$ cat config.mk
export PLATFORM = sky130hd
export DESIGN_NAME = radarpim_sram_arbiter
export DESIGN_NICKNAME = d
export VERILOG_FILES = /design/src/rtl/radarpim_sram_arbiter.sv
export SDC_FILE = /design/constraint.sdc
export NUM_CORES = 1
export LEC_CHECK = 0
export CAP_MARGIN = 20
export CORE_AREA = 2 2 104 106
export DETAILED_ROUTE_END_ITERATION = 12
export DIE_AREA = 0 0 106 108
export MAX_ROUTING_LAYER = met4
export SETUP_SLACK_MARGIN = 0.02
export SLEW_MARGIN = 20
export SYNTH_ARGS = -nofsm -noshare
export SYNTH_HDL_FRONTEND = slang
export SYNTH_SLANG_ARGS = --single-unit
$ cat constraint.sdc
create_clock -name clk -period 2.8 [get_ports clk]
set_input_delay 0.56 -clock clk [delete_from_list [all_inputs] [get_ports clk]]
set_output_delay 0.56 -clock clk [all_outputs]
set_load 0.03 [all_outputs]
$ cat src/rtl/radarpim_sram_arbiter.sv
`default_nettype none
// ============================================================================
// Module   : radarpim_sram_arbiter
// Purpose  : Two-port round-robin arbiter with optional burst lock that shares
//            one single-port synchronous-read SRAM cell between the AXI SRAM
//            controller (port A) and the PIM compute engine (port B). Read
//            data returns one cycle after the grant, tagged to its issuer.
// Options  : RADARPIM_SRAM_ARB_HOLD_LIMIT_EN - when defined, a locked owner
//            is forced off the cell after MAX_HOLD consecutive locked grants
//            if the other port is waiting.
// Revision : 1.0 - initial release
// ============================================================================
module radarpim_sram_arbiter #(
    parameter int BW_INDEX = 16,
    parameter int BW_DATA  = 32,
    parameter int MAX_HOLD = 16
) (
    input  logic                   clk,
    input  logic                   rst,
    // Port A: AXI SRAM controller
    input  logic                   a_req,
    output logic                   a_ready,
    input  logic                   a_we,
    input  logic [BW_INDEX-1:0]    a_index,
    input  logic [BW_DATA/8-1:0]   a_wstrb,
    input  logic [BW_DATA-1:0]     a_wdata,
    input  logic                   a_lock,
    output logic                   a_rvalid,
    output logic [BW_DATA-1:0]     a_rdata,
    // Port B: PIM compute engine
    input  logic                   b_req,
    output logic                   b_ready,
    input  logic                   b_we,
    input  logic [BW_INDEX-1:0]    b_index,
    input  logic [BW_DATA/8-1:0]   b_wstrb,
    input  logic [BW_DATA-1:0]     b_wdata,
    input  logic                   b_lock,
    output logic                   b_rvalid,
    output logic [BW_DATA-1:0]     b_rdata,
    // Memory cell
    output logic [BW_INDEX-1:0]    cell_index,
    output logic                   cell_wenable,
    output logic [BW_DATA/8-1:0]   cell_wpermit,
    output logic [BW_DATA-1:0]     cell_wdata,
    output logic                   cell_renable,
    input  logic [BW_DATA-1:0]     cell_rdata
);

    localparam logic c_PORT_A = 1'b0;
    localparam logic c_PORT_B = 1'b1;

    // Reject illegal configurations at elaboration time
    if ((BW_DATA % 8) != 0 || MAX_HOLD < 1) begin : g_param_check
        $error("radarpim_sram_arbiter: BW_DATA must be a multiple of 8 and MAX_HOLD >= 1");
    end

    logic r_last_grant;
    logic r_lock_active;
    logic r_lock_owner;
    logic r_rd_pend;
    logic r_rd_owner;

    logic w_grant_a;
    logic w_grant_b;
    logic w_accept;
    logic w_sel_we;
    logic w_sel_lock;
    logic w_owner_req;
    logic w_other_req;
    logic w_hold_hit;

    assign w_owner_req = (r_lock_owner == c_PORT_B) ? b_req : a_req;
    assign w_other_req = (r_lock_owner == c_PORT_B) ? a_req : b_req;

`ifdef RADARPIM_SRAM_ARB_HOLD_LIMIT_EN
    localparam int c_HOLD_W = $clog2(MAX_HOLD + 1);
    localparam logic [c_HOLD_W-1:0] c_HOLD_MAX = c_HOLD_W'(MAX_HOLD);

    logic [c_HOLD_W-1:0] r_hold_cnt;

    // The owner has used its whole burst allowance and someone else waits
    assign w_hold_hit = r_lock_active && (r_hold_cnt == c_HOLD_MAX) && w_other_req;
`else
    assign w_hold_hit = 1'b0;
`endif

    // Grant selection: lock owner first, then single requester, then round-robin
    always_comb begin
        w_grant_a = 1'b0;
        w_grant_b = 1'b0;
        if (rst) begin
            w_grant_a = 1'b0;
            w_grant_b = 1'b0;
        end else if (r_lock_active && w_hold_hit) begin
            w_grant_a = (r_lock_owner == c_PORT_B);
            w_grant_b = (r_lock_owner == c_PORT_A);
        end else if (r_lock_active && w_owner_req) begin
            w_grant_a = (r_lock_owner == c_PORT_A);
            w_grant_b = (r_lock_owner == c_PORT_B);
        end else if (a_req && !b_req) begin
            w_grant_a = 1'b1;
        end else if (b_req && !a_req) begin
            w_grant_b = 1'b1;
        end else if (a_req && b_req) begin
            w_grant_a = (r_last_grant == c_PORT_B);
            w_grant_b = (r_last_grant == c_PORT_A);
        end
    end

    assign a_ready    = w_grant_a;
    assign b_ready    = w_grant_b;
    assign w_accept   = w_grant_a | w_grant_b;
    assign w_sel_we   = w_grant_b ? b_we   : a_we;
    assign w_sel_lock = w_grant_b ? b_lock : a_lock;

    // Cell mux: the granted port drives the cell, everything is zero when idle
    always_comb begin
        cell_index   = '0;
        cell_wpermit = '0;
        cell_wdata   = '0;
        cell_wenable = 1'b0;
        cell_renable = 1'b0;
        if (w_grant_a) begin
            cell_index   = a_index;
            cell_wpermit = a_wstrb;
            cell_wdata   = a_wdata;
            cell_wenable = a_we;
            cell_renable = ~a_we;
        end else if (w_grant_b) begin
            cell_index   = b_index;
            cell_wpermit = b_wstrb;
            cell_wdata   = b_wdata;
            cell_wenable = b_we;
            cell_renable = ~b_we;
        end
    end

    // Round-robin history and read-return tag; a read pends for exactly one cycle
    always_ff @(posedge clk or posedge rst) begin
        if (rst) begin
            r_last_grant <= c_PORT_B;
            r_rd_pend    <= 1'b0;
            r_rd_owner   <= c_PORT_A;
        end else begin
            r_rd_pend <= w_accept & ~w_sel_we;
            if (w_accept) begin
                r_last_grant <= w_grant_b;
                if (!w_sel_we) begin
                    r_rd_owner <= w_grant_b;
                end
            end
        end
    end

    // Burst lock: set by a locked accept, dropped by an unlocked accept, an
    // absent owner or a hold-limit override
    always_ff @(posedge clk or posedge rst) begin
        if (rst) begin
            r_lock_active <= 1'b0;
            r_lock_owner  <= c_PORT_A;
        end else if (w_accept && w_sel_lock && !w_hold_hit) begin
            r_lock_active <= 1'b1;
            r_lock_owner  <= w_grant_b;
        end else begin
            r_lock_active <= 1'b0;
        end
    end

`ifdef RADARPIM_SRAM_ARB_HOLD_LIMIT_EN
    // Consecutive locked grants of the current owner, restarting at 1 on an owner change
    always_ff @(posedge clk or posedge rst) begin
        if (rst) begin
            r_hold_cnt <= '0;
        end else if (w_accept && w_sel_lock && !w_hold_hit) begin
            if (r_lock_active && (r_lock_owner == w_grant_b)) begin
                if (r_hold_cnt != c_HOLD_MAX) begin
                    r_hold_cnt <= r_hold_cnt + 1'b1;
                end
            end else begin
                r_hold_cnt <= c_HOLD_W'(1);
            end
        end else begin
            r_hold_cnt <= '0;
        end
    end
`endif

    assign a_rvalid = r_rd_pend & (r_rd_owner == c_PORT_A);
    assign b_rvalid = r_rd_pend & (r_rd_owner == c_PORT_B);
    assign a_rdata  = cell_rdata;
    assign b_rdata  = cell_rdata;

endmodule
`default_nettype wire

Word-level counts from Yosys, hierarchy flattened:

Index checks and enable logic that the tools add are counted.

* input port bits: 144
* register bits: 5
* output and inout bits: 122

* bitwise gates (word level): 10
* reduce and logical (&&, ||, !) cells: 8
* muxes and demuxes: 24

Operators by type and width (number)
* $mux W32: 2
* $mux W16: 2
* $mux W1: 18
* $mux W4: 2
* $not A1 Y1: 6
* $logic_and A1 B1 Y1: 5
* $and A1 B1 Y1: 3
* $logic_not A1 Y1: 2
* $reduce_and A2 Y1: 1
* $or A1 B1 Y1: 1

Longest topological paths before layout:

Gate-level depths: netlist of the first run.

* word-level depth: 9
* mapped depth: 5

Worst setup path before layout of the first run:

OpenSTA, ideal clock, no wires.

* kind: input -> output
* start: in rst
* end: out cell_index[10]
* data arrival time: 1.639 ns
* path slack: 0.601 ns
* stages: 4
* buffers on the path: 1
* cell sequence: nand2b_1 a31oi_4 buf_2 a22o_1

RTL lines
* start, declared: RTL line 19 `input logic rst,`
* $mux W1: RTL line 91 `if (rst) begin`
* named net a_ready: RTL line 22 `output logic a_ready,`
* $mux W16: RTL line 123 `if (w_grant_a) begin`
* end, declared: RTL line 41 `output logic [BW_INDEX-1:0] cell_index,`

The timed path passes the listed nets, and every way through them passes these cells.

Worst setup path in the final report of the first run:

* start: in a_req
* end: out cell_index[15]

* word-level cells in the longest chain between the ends: 8

Ends and longest elaborated chain
* start, declared: RTL line 21 `input logic a_req,`
* $logic_and A1 B1 Y1 / $logic_not A1 Y1 (equally long branches): RTL line 104, 102
* $mux W1 / $logic_and A1 B1 Y1 (equally long branches): RTL line 104, 102
* $mux W1: RTL line 102 `end else if (b_req && !a_req) begin`
* $mux W1: RTL line 100 `end else if (a_req && !b_req) begin`
* $mux W1: RTL line 97 `end else if (r_lock_active && w_owner_req) begin`
* $mux W1: RTL line 91
* $mux W16: RTL line 129 `end else if (w_grant_b) begin`
* $mux W16 *: RTL line 123

Every way passes the cells marked *; elsewhere a longest branch is shown, timed or not.

==> reports/metrics.csv, run 1 <==
stage,metric,value,unit
logic_synthesis,synth warn,0,
sta,Final Hold Fails,0,
worst_hold_path,Hold Path Stages,2,
placed_design,Place WS,140,ps
die,Top Ports,266,
logic_synthesis,largest area contributor in the netlist,buf_4,
die,Die Span Y,108,µm
worst_hold_path,Hold EP,r_last_grant,
layout,final core occ,0.270,
route,WL/cell,15.0,µm
grt,pin count of the biggest net entering global routing,34,
sta,clk_skew,1.14,ps
route,TritonRoute pass-1 iters,4,
worst_setup_path,CP max stage cell,clkdlybuf4s50_1,
placed_design,placed cells,396,
route,WL final,6020,µm
layout,post-route cell area,2760,µm²
sta,Fin Setup TNS,0,ps
sta,RSZ-0062 raised after global routing,no,
logic_synthesis,register bit total from synthesis,5,
sta,Fmax,0.377,GHz
worst_setup_path,CP startpoint kind,input port,
pwr,Leak,1.19,nW
sta,Pins Over Slew Limit,0,
worst_setup_path,worst reg2reg startpoint,r_last_grant,
clock_network,setup bufs post-CTS,0,
worst_setup_path,critical path's top delay family,buffers and inverters,
logic_synthesis,cells after synthesis,160,
layout,"most common cell after layout, fill and taps aside",clkdlybuf4s50_1,
placed_design,GPL Wtd Cong,0.724,
clock_network,Clock Path Buffers,2,
worst_hold_path,hold_sp,r_last_grant,
worst_setup_path,Worst R2R End,r_rd_owner,
placed_design,"Cell Area, Placed",2710,µm²
die,total core area,10200,µm²
layout,fin cells,400,
grt,global-route wire length before repair,8720,µm
logic_synthesis,syn_area_per_cell,8.31,µm²
layout,ANT cells,0,
route,drt drc,0,
logic_synthesis,sequential area share after synthesis,0.0950,
sta,final setup violating endpoints,0,
pwr,Final Total Pwr,0.832,mW
clock_network,number of gates resized after cts,0,
grt,GR Overflow Total,0,
sta,min cycle time layout,2650,ps
sta,worst slew pin tran,392,ps
worst_setup_path,worst reg-to-reg path cell count,4,
die,Die Wd,106,µm
status,outcome,completed,
clock_network,hold buffer count at CTS,0,
worst_hold_path,Worst Hold Class,register to register,
sta,Slew HR,0.737,
worst_setup_path,Worst Path Arrival,2090,ps
sta,final hold slack,465,ps
flow_run,max_cap viols,0,
route,total number of vias,1581,
logic_synthesis,area fraction of the dominant cell type after synthesis,0.361,
worst_setup_path,crit-path cells,clkdlybuf4s50_1 > nand2b_1 > a31oi_4 > buf_12 > a22o_1 > buf_12,
logic_synthesis,largest cells by area after synthesis,"buf_4, a22o_1, dfrtp_1",
die,Cell Rows,37,
clock_network,clock tree from TritonCTS,built,
pwr,P per Cell Area,301,nW/µm²
grt,initial antenna violation count,0,
clock_network,Root Buffer,clkbuf_8,
worst_setup_path,Most common cell on crit path,buf_12,
clock_network,Max H-tree Level,1,
die,DIE AREA,11400,µm²
layout,layout cells sized above 1,0.258,
route,DR iter-0 viols,77,
grt,vias in the first global route,1682,
clock_network,Skew-Pair Late Insertion Delay,230,ps
route,Via density,3.95,
grt,Total GRT Usage,0.0984,
placed_design,PortBufs,169,
logic_synthesis,mapped cell area,1330,µm²
logic_synthesis,synth unique cells,20,
layout,P&R area growth vs syn,107,%
placed_design,HPWL after DPL,5170,µm
pwr,Max rail drop VDD,259,µV
worst_setup_path,Critical Path Start,a_req,
route,Routed Antenna Nets,0,
logic_synthesis,post-synth net total,304,
layout,"commonest non-fill, non-tap cells in the layout","clkdlybuf4s50_1, a22o_1, buf_4",
clock_network,CTS clock-pin slew for the worst setup and hold paths,40,ps
worst_setup_path,Reg2Reg Setup Slack,1310,ps
worst_setup_path,Crit path largest cell delay,540,ps
sta,final cycle utilization of the critical path,0.948,
worst_setup_path,critical path class,input port to output port,
die,initial cell density of the core,0.130,
clock_network,CTS Buf Count,3,
clock_network,clk sinks,5,
worst_setup_path,Crit Path Max Fanout,28,
worst_setup_path,Worst Path Required,2240,ps
worst_setup_path,type of destination of the critical path,output port,
worst_setup_path,CP Buf/Inv Count,3,
sta,worst setup margin,147,ps
layout,nets,409,
layout,# fillers,1106,
-- registers in the layout, summed over array words and instances (netlist names) --
signal and flops:
r_rd_owner 1, r_last_grant 1, r_rd_pend 1, r_lock_owner 1, r_lock_active 1
-- synthesized netlist by cell type --
library cell  number
dfstp_2            1
a311oi_1           3
a21o_1             3
or2_1              1
a41o_1             1
nand2b_1           4
o2bb2ai_1          2
nand3_1            1
buf_6              3
inv_1              7
a31oi_2            1
and2_1             1
dfrtp_1            4
nor2b_1            1
a21oi_1            1
buf_4             64
a22o_1            52
a31oi_4            1
nand2_1            1
buf_2              8
-- cells by family (layout without fill, tap and decap cells) --
family,Yosys count,after routing,synth area share
flops,5,5,0.0950
buf+inv,82,186,0.437
simple gates,9,9,0.0395
compound gates,64,64,0.429
-- final cells by class --
cell class / instances / area, µm² / area share
timing repair buffer: 175 / 1760 / 0.638
multi-input combinational: 73 / 632 / 0.229
tap: 136 / 170 / 0.0617
sequential: 5 / 126 / 0.0458
clock buffer: 4 / 45.0 / 0.0163
inverter: 7 / 26.3 / 0.00952
-- worst max-delay path by stage --
stage / end / slack (ps) / cells after the start
2_1_floorplan: cell_index[10] / 600 / 4
3_3_place_gp: cell_wpermit[3] / 180 / 6
3_5_place_dp: cell_index[15] / 140 / 6
4_1_cts: cell_index[15] / 140 / 6
5_1_grt: cell_wdata[31] / 60 / 6
6_report: cell_index[15] / 150 / 6
-- power breakdown --
group | switching [mW] | internal, mW | leakage (nW)
Clock | 0.0435 | 0.0984 | 0.0228
Sequential | 0.00859 | 0.0859 | 0.0599
Combinational | 0.275 | 0.320 | 1.11
Total | 0.327 | 0.504 | 1.19
-- worst reg2reg max path, delay by kind of cell, from the launching register on --
kind | cells | cell delay [ps]
AOI/OAI and AO/OA | 2 | 510
buffers and inverters | 1 | 190
DFF | 1 | 530
and+or+nand+nor | 1 | 150
-- per-layer routing --
metal,global-route usage,wire length (µm)
met1,0.0986,2140
met2,0.174,2980
met3,0.0356,708
met4,0.0414,186
met5,-,0
Note: power is estimated with default switching activity, not from simulation.
==> inputs of run 2 (changes only) <==
--- a/config.mk
+++ b/config.mk
@@ -6,10 +6,12 @@
 export NUM_CORES = 1
 export LEC_CHECK = 0
 export CAP_MARGIN = 20
-export CORE_AREA = 2 2 104 106
+export CORE_AREA = 5 5 99 101
 export DETAILED_ROUTE_END_ITERATION = 12
-export DIE_AREA = 0 0 106 108
+export DIE_AREA = 0 0 104 106
+export GPL_ROUTABILITY_DRIVEN = 0
 export MAX_ROUTING_LAYER = met4
+export PLACE_DENSITY = 0.67
 export SETUP_SLACK_MARGIN = 0.02
 export SLEW_MARGIN = 20
 export SYNTH_ARGS = -nofsm -noshare
==> reports/metrics.csv, run 2 (synthesized netlist as in run 1, its figures left out) <==
stage,metric,value,unit,change
pwr,Sw Share,0.388,,-0.00600
layout,multi-input logic area,632,µm²,unchanged
clock_network,number of gates resized after cts,0,,unchanged
grt,pin count of the biggest net entering global routing,33,,-2.9%
die,total core area,8930,µm²,-13%
pwr,Internal,0.506,mW,+0.33%
grt,initial antenna violation count,0,,unchanged
clock_network,Clock Path Buffers,2,,unchanged
layout,"most common cell after layout, fill and taps aside",clkdlybuf4s50_1,,
worst_hold_path,Hold EP,r_last_grant,,
pwr,Max rail drop VDD,258,µV,-0.31%
sta,worst slew pin tran,456,ps,+63.6 ps
worst_setup_path,CP Buf/Inv Count,3,,unchanged
pwr,Leak,1.19,nW,-0.17%
pwr,P per Cell Area,302,nW/µm²,+0.30%
clock_network,hold buffer count at CTS,0,,unchanged
clock_network,CTS Buf Count,3,,unchanged
worst_setup_path,worst reg-to-reg path cell count,3,,-1
worst_setup_path,Worst Path Required,2240,ps,about the same
worst_setup_path,Most common cell on crit path,buf_12,,
clock_network,Max H-tree Level,1,,unchanged
die,initial cell density of the core,0.149,,+0.0189
worst_setup_path,Reg2Reg Setup Slack,1390,ps,+80 ps
sta,Pins Over Slew Limit,0,,unchanged
grt,vias in the first global route,1628,,-3.2%
sta,Fmax,0.380,GHz,+0.81%
clock_network,Skew-Pair Late Insertion Delay,220,ps,about the same
route,drt drc,0,,unchanged
worst_setup_path,crit-path cells,clkdlybuf4s50_1 > nand2b_1 > a31oi_4 > buf_12 > a22o_1 > buf_12,,
clock_network,setup bufs post-CTS,0,,unchanged
worst_setup_path,critical path's top delay family,buffers and inverters,,
sta,worst setup margin,168,ps,+21.4 ps
die,Cell Rows,35,,-5.4%
route,total number of vias,1561,,-1.3%
status,outcome,completed,,
pwr,Final Total Pwr,0.826,mW,-0.65%
placed_design,placed cells,370,,-6.6%
worst_setup_path,CP startpoint kind,input port,,
sta,Final Hold Fails,0,,unchanged
worst_setup_path,worst reg2reg startpoint,r_last_grant,,
pwr,NetSw,0.320,mW,-2.2%
worst_setup_path,Worst R2R End,r_rd_owner,,
pwr,clock share of power,0.161,,-0.010
worst_setup_path,critical path class,input port to output port,,
grt,GR Overflow Total,0,,unchanged
layout,post-route cell area,2730,µm²,-0.95%
clock_network,Root Buffer,clkbuf_8,,
die,Top Ports,266,,unchanged
sta,clk_skew,0.715,ps,-0.425 ps
sta,final cycle utilization of the critical path,0.940,,-0.00765
sta,final setup violating endpoints,0,,unchanged
route,WL final,6560,µm,+9.1%
worst_setup_path,Worst Path Arrival,2070,ps,-20 ps
worst_setup_path,CP Depth,6,,unchanged
route,Via density,4.17,,+5.6%
worst_setup_path,Crit path largest cell delay,550,ps,about the same
route,TritonRoute pass-1 iters,4,,unchanged
sta,Fin Setup TNS,0,ps,unchanged
placed_design,"Cell Area, Placed",2690,µm²,-0.97%
layout,# fillers,940,,-15%
sta,RSZ-0062 raised after global routing,no,,
route,WL/cell,17.5,µm,+17%
sta,Slew HR,0.694,,-0.0427
sta,min cycle time layout,2630,ps,-21.4 ps
worst_hold_path,hold_sp,r_last_grant,,
worst_hold_path,Hold Path Stages,2,,unchanged
pwr,Gate power share,0.726,,+0.010
route,DR iter-0 viols,85,,+10%
clock_network,clk sinks,5,,unchanged
pwr,Flop pwr share,0.114,,about the same
clock_network,CTS clock-pin slew for the worst setup and hold paths,30,ps,about the same
layout,Sequential Area,126,µm²,unchanged
worst_setup_path,Critical Path Start,a_req,,
layout,ANT cells,0,,unchanged
layout,final core occ,0.306,,+0.0362
worst_setup_path,type of destination of the critical path,output port,,
layout,nets,408,,-0.24%
placed_design,Place WS,173,ps,+33.7 ps
worst_setup_path,Crit Path Max Fanout,27,,-3.6%
worst_hold_path,Worst Hold Class,register to register,,
placed_design,PortBufs,169,,unchanged
worst_setup_path,CP max stage cell,clkdlybuf4s50_1,,
layout,P&R area growth vs syn,105,%,
layout,fin cells,374,,-6.5%
grt,global-route wire length before repair,9600,µm,+10%
die,Die Span Y,106,µm,-1.9%
route,Routed Antenna Nets,0,,unchanged
sta,final hold slack,472,ps,+6.26 ps
clock_network,clock tree from TritonCTS,built,,
layout,"commonest non-fill, non-tap cells in the layout","clkdlybuf4s50_1, a22o_1, buf_4",,
die,DIE AREA,11000,µm²,-3.7%
layout,layout cells sized above 1,0.255,,-0.00282
flow_run,max_cap viols,0,,unchanged
grt,Total GRT Usage,0.110,,+0.0112
placed_design,HPWL after DPL,5490,µm,+6.3%
die,Die Wd,104,µm,-1.9%
==> run 2: worst register-to-register path, cell delays in order (launching register included) <==
cell	delay (ps)
dfstp_2	530
nand2b_1	140
a311oi_1	480
o2bb2ai_1	130
==> run 2: worst max path at each step <==
stage	endpoint	slack (ps)
global route	cell_index[3]	60
finish	cell_wdata[22]	170
detailed placement	cell_wdata[27]	170
floorplan	cell_index[10]	600
CTS	cell_wdata[22]	150
global placement	cell_wdata[28]	200
==> run 2: layout make-up <==
cell class / count / share of cell area
Clock buffer: 4 / 0.0165
Inverter: 7 / 0.00962
Multi-Input combinational cell: 73 / 0.231
Sequential cell: 5 / 0.0462
Tap cell: 111 / 0.0508
Timing Repair Buffer: 174 / 0.646
==> run 2: power by group through the flow <==
stage	Clock, mW	Sequential [mW]	Combinational, mW
6_report	0.133	0.0940	0.599
5_1_grt	0.142	0.0954	0.630
3_5_place_dp	0	0.0943	0.602
4_1_cts	0.135	0.0936	0.605
2_1_floorplan	0	0.0921	0.439
3_3_place_gp	0	0.0934	0.598
==> run 2: routing by layer <==
metal  track usage  up-vias  wire (µm)
li1              -      732          -
met1         0.133      700       2650
met2         0.175      107       3170
met3        0.0291       22        581
met4        0.0407        0        163
met5             -        -          0
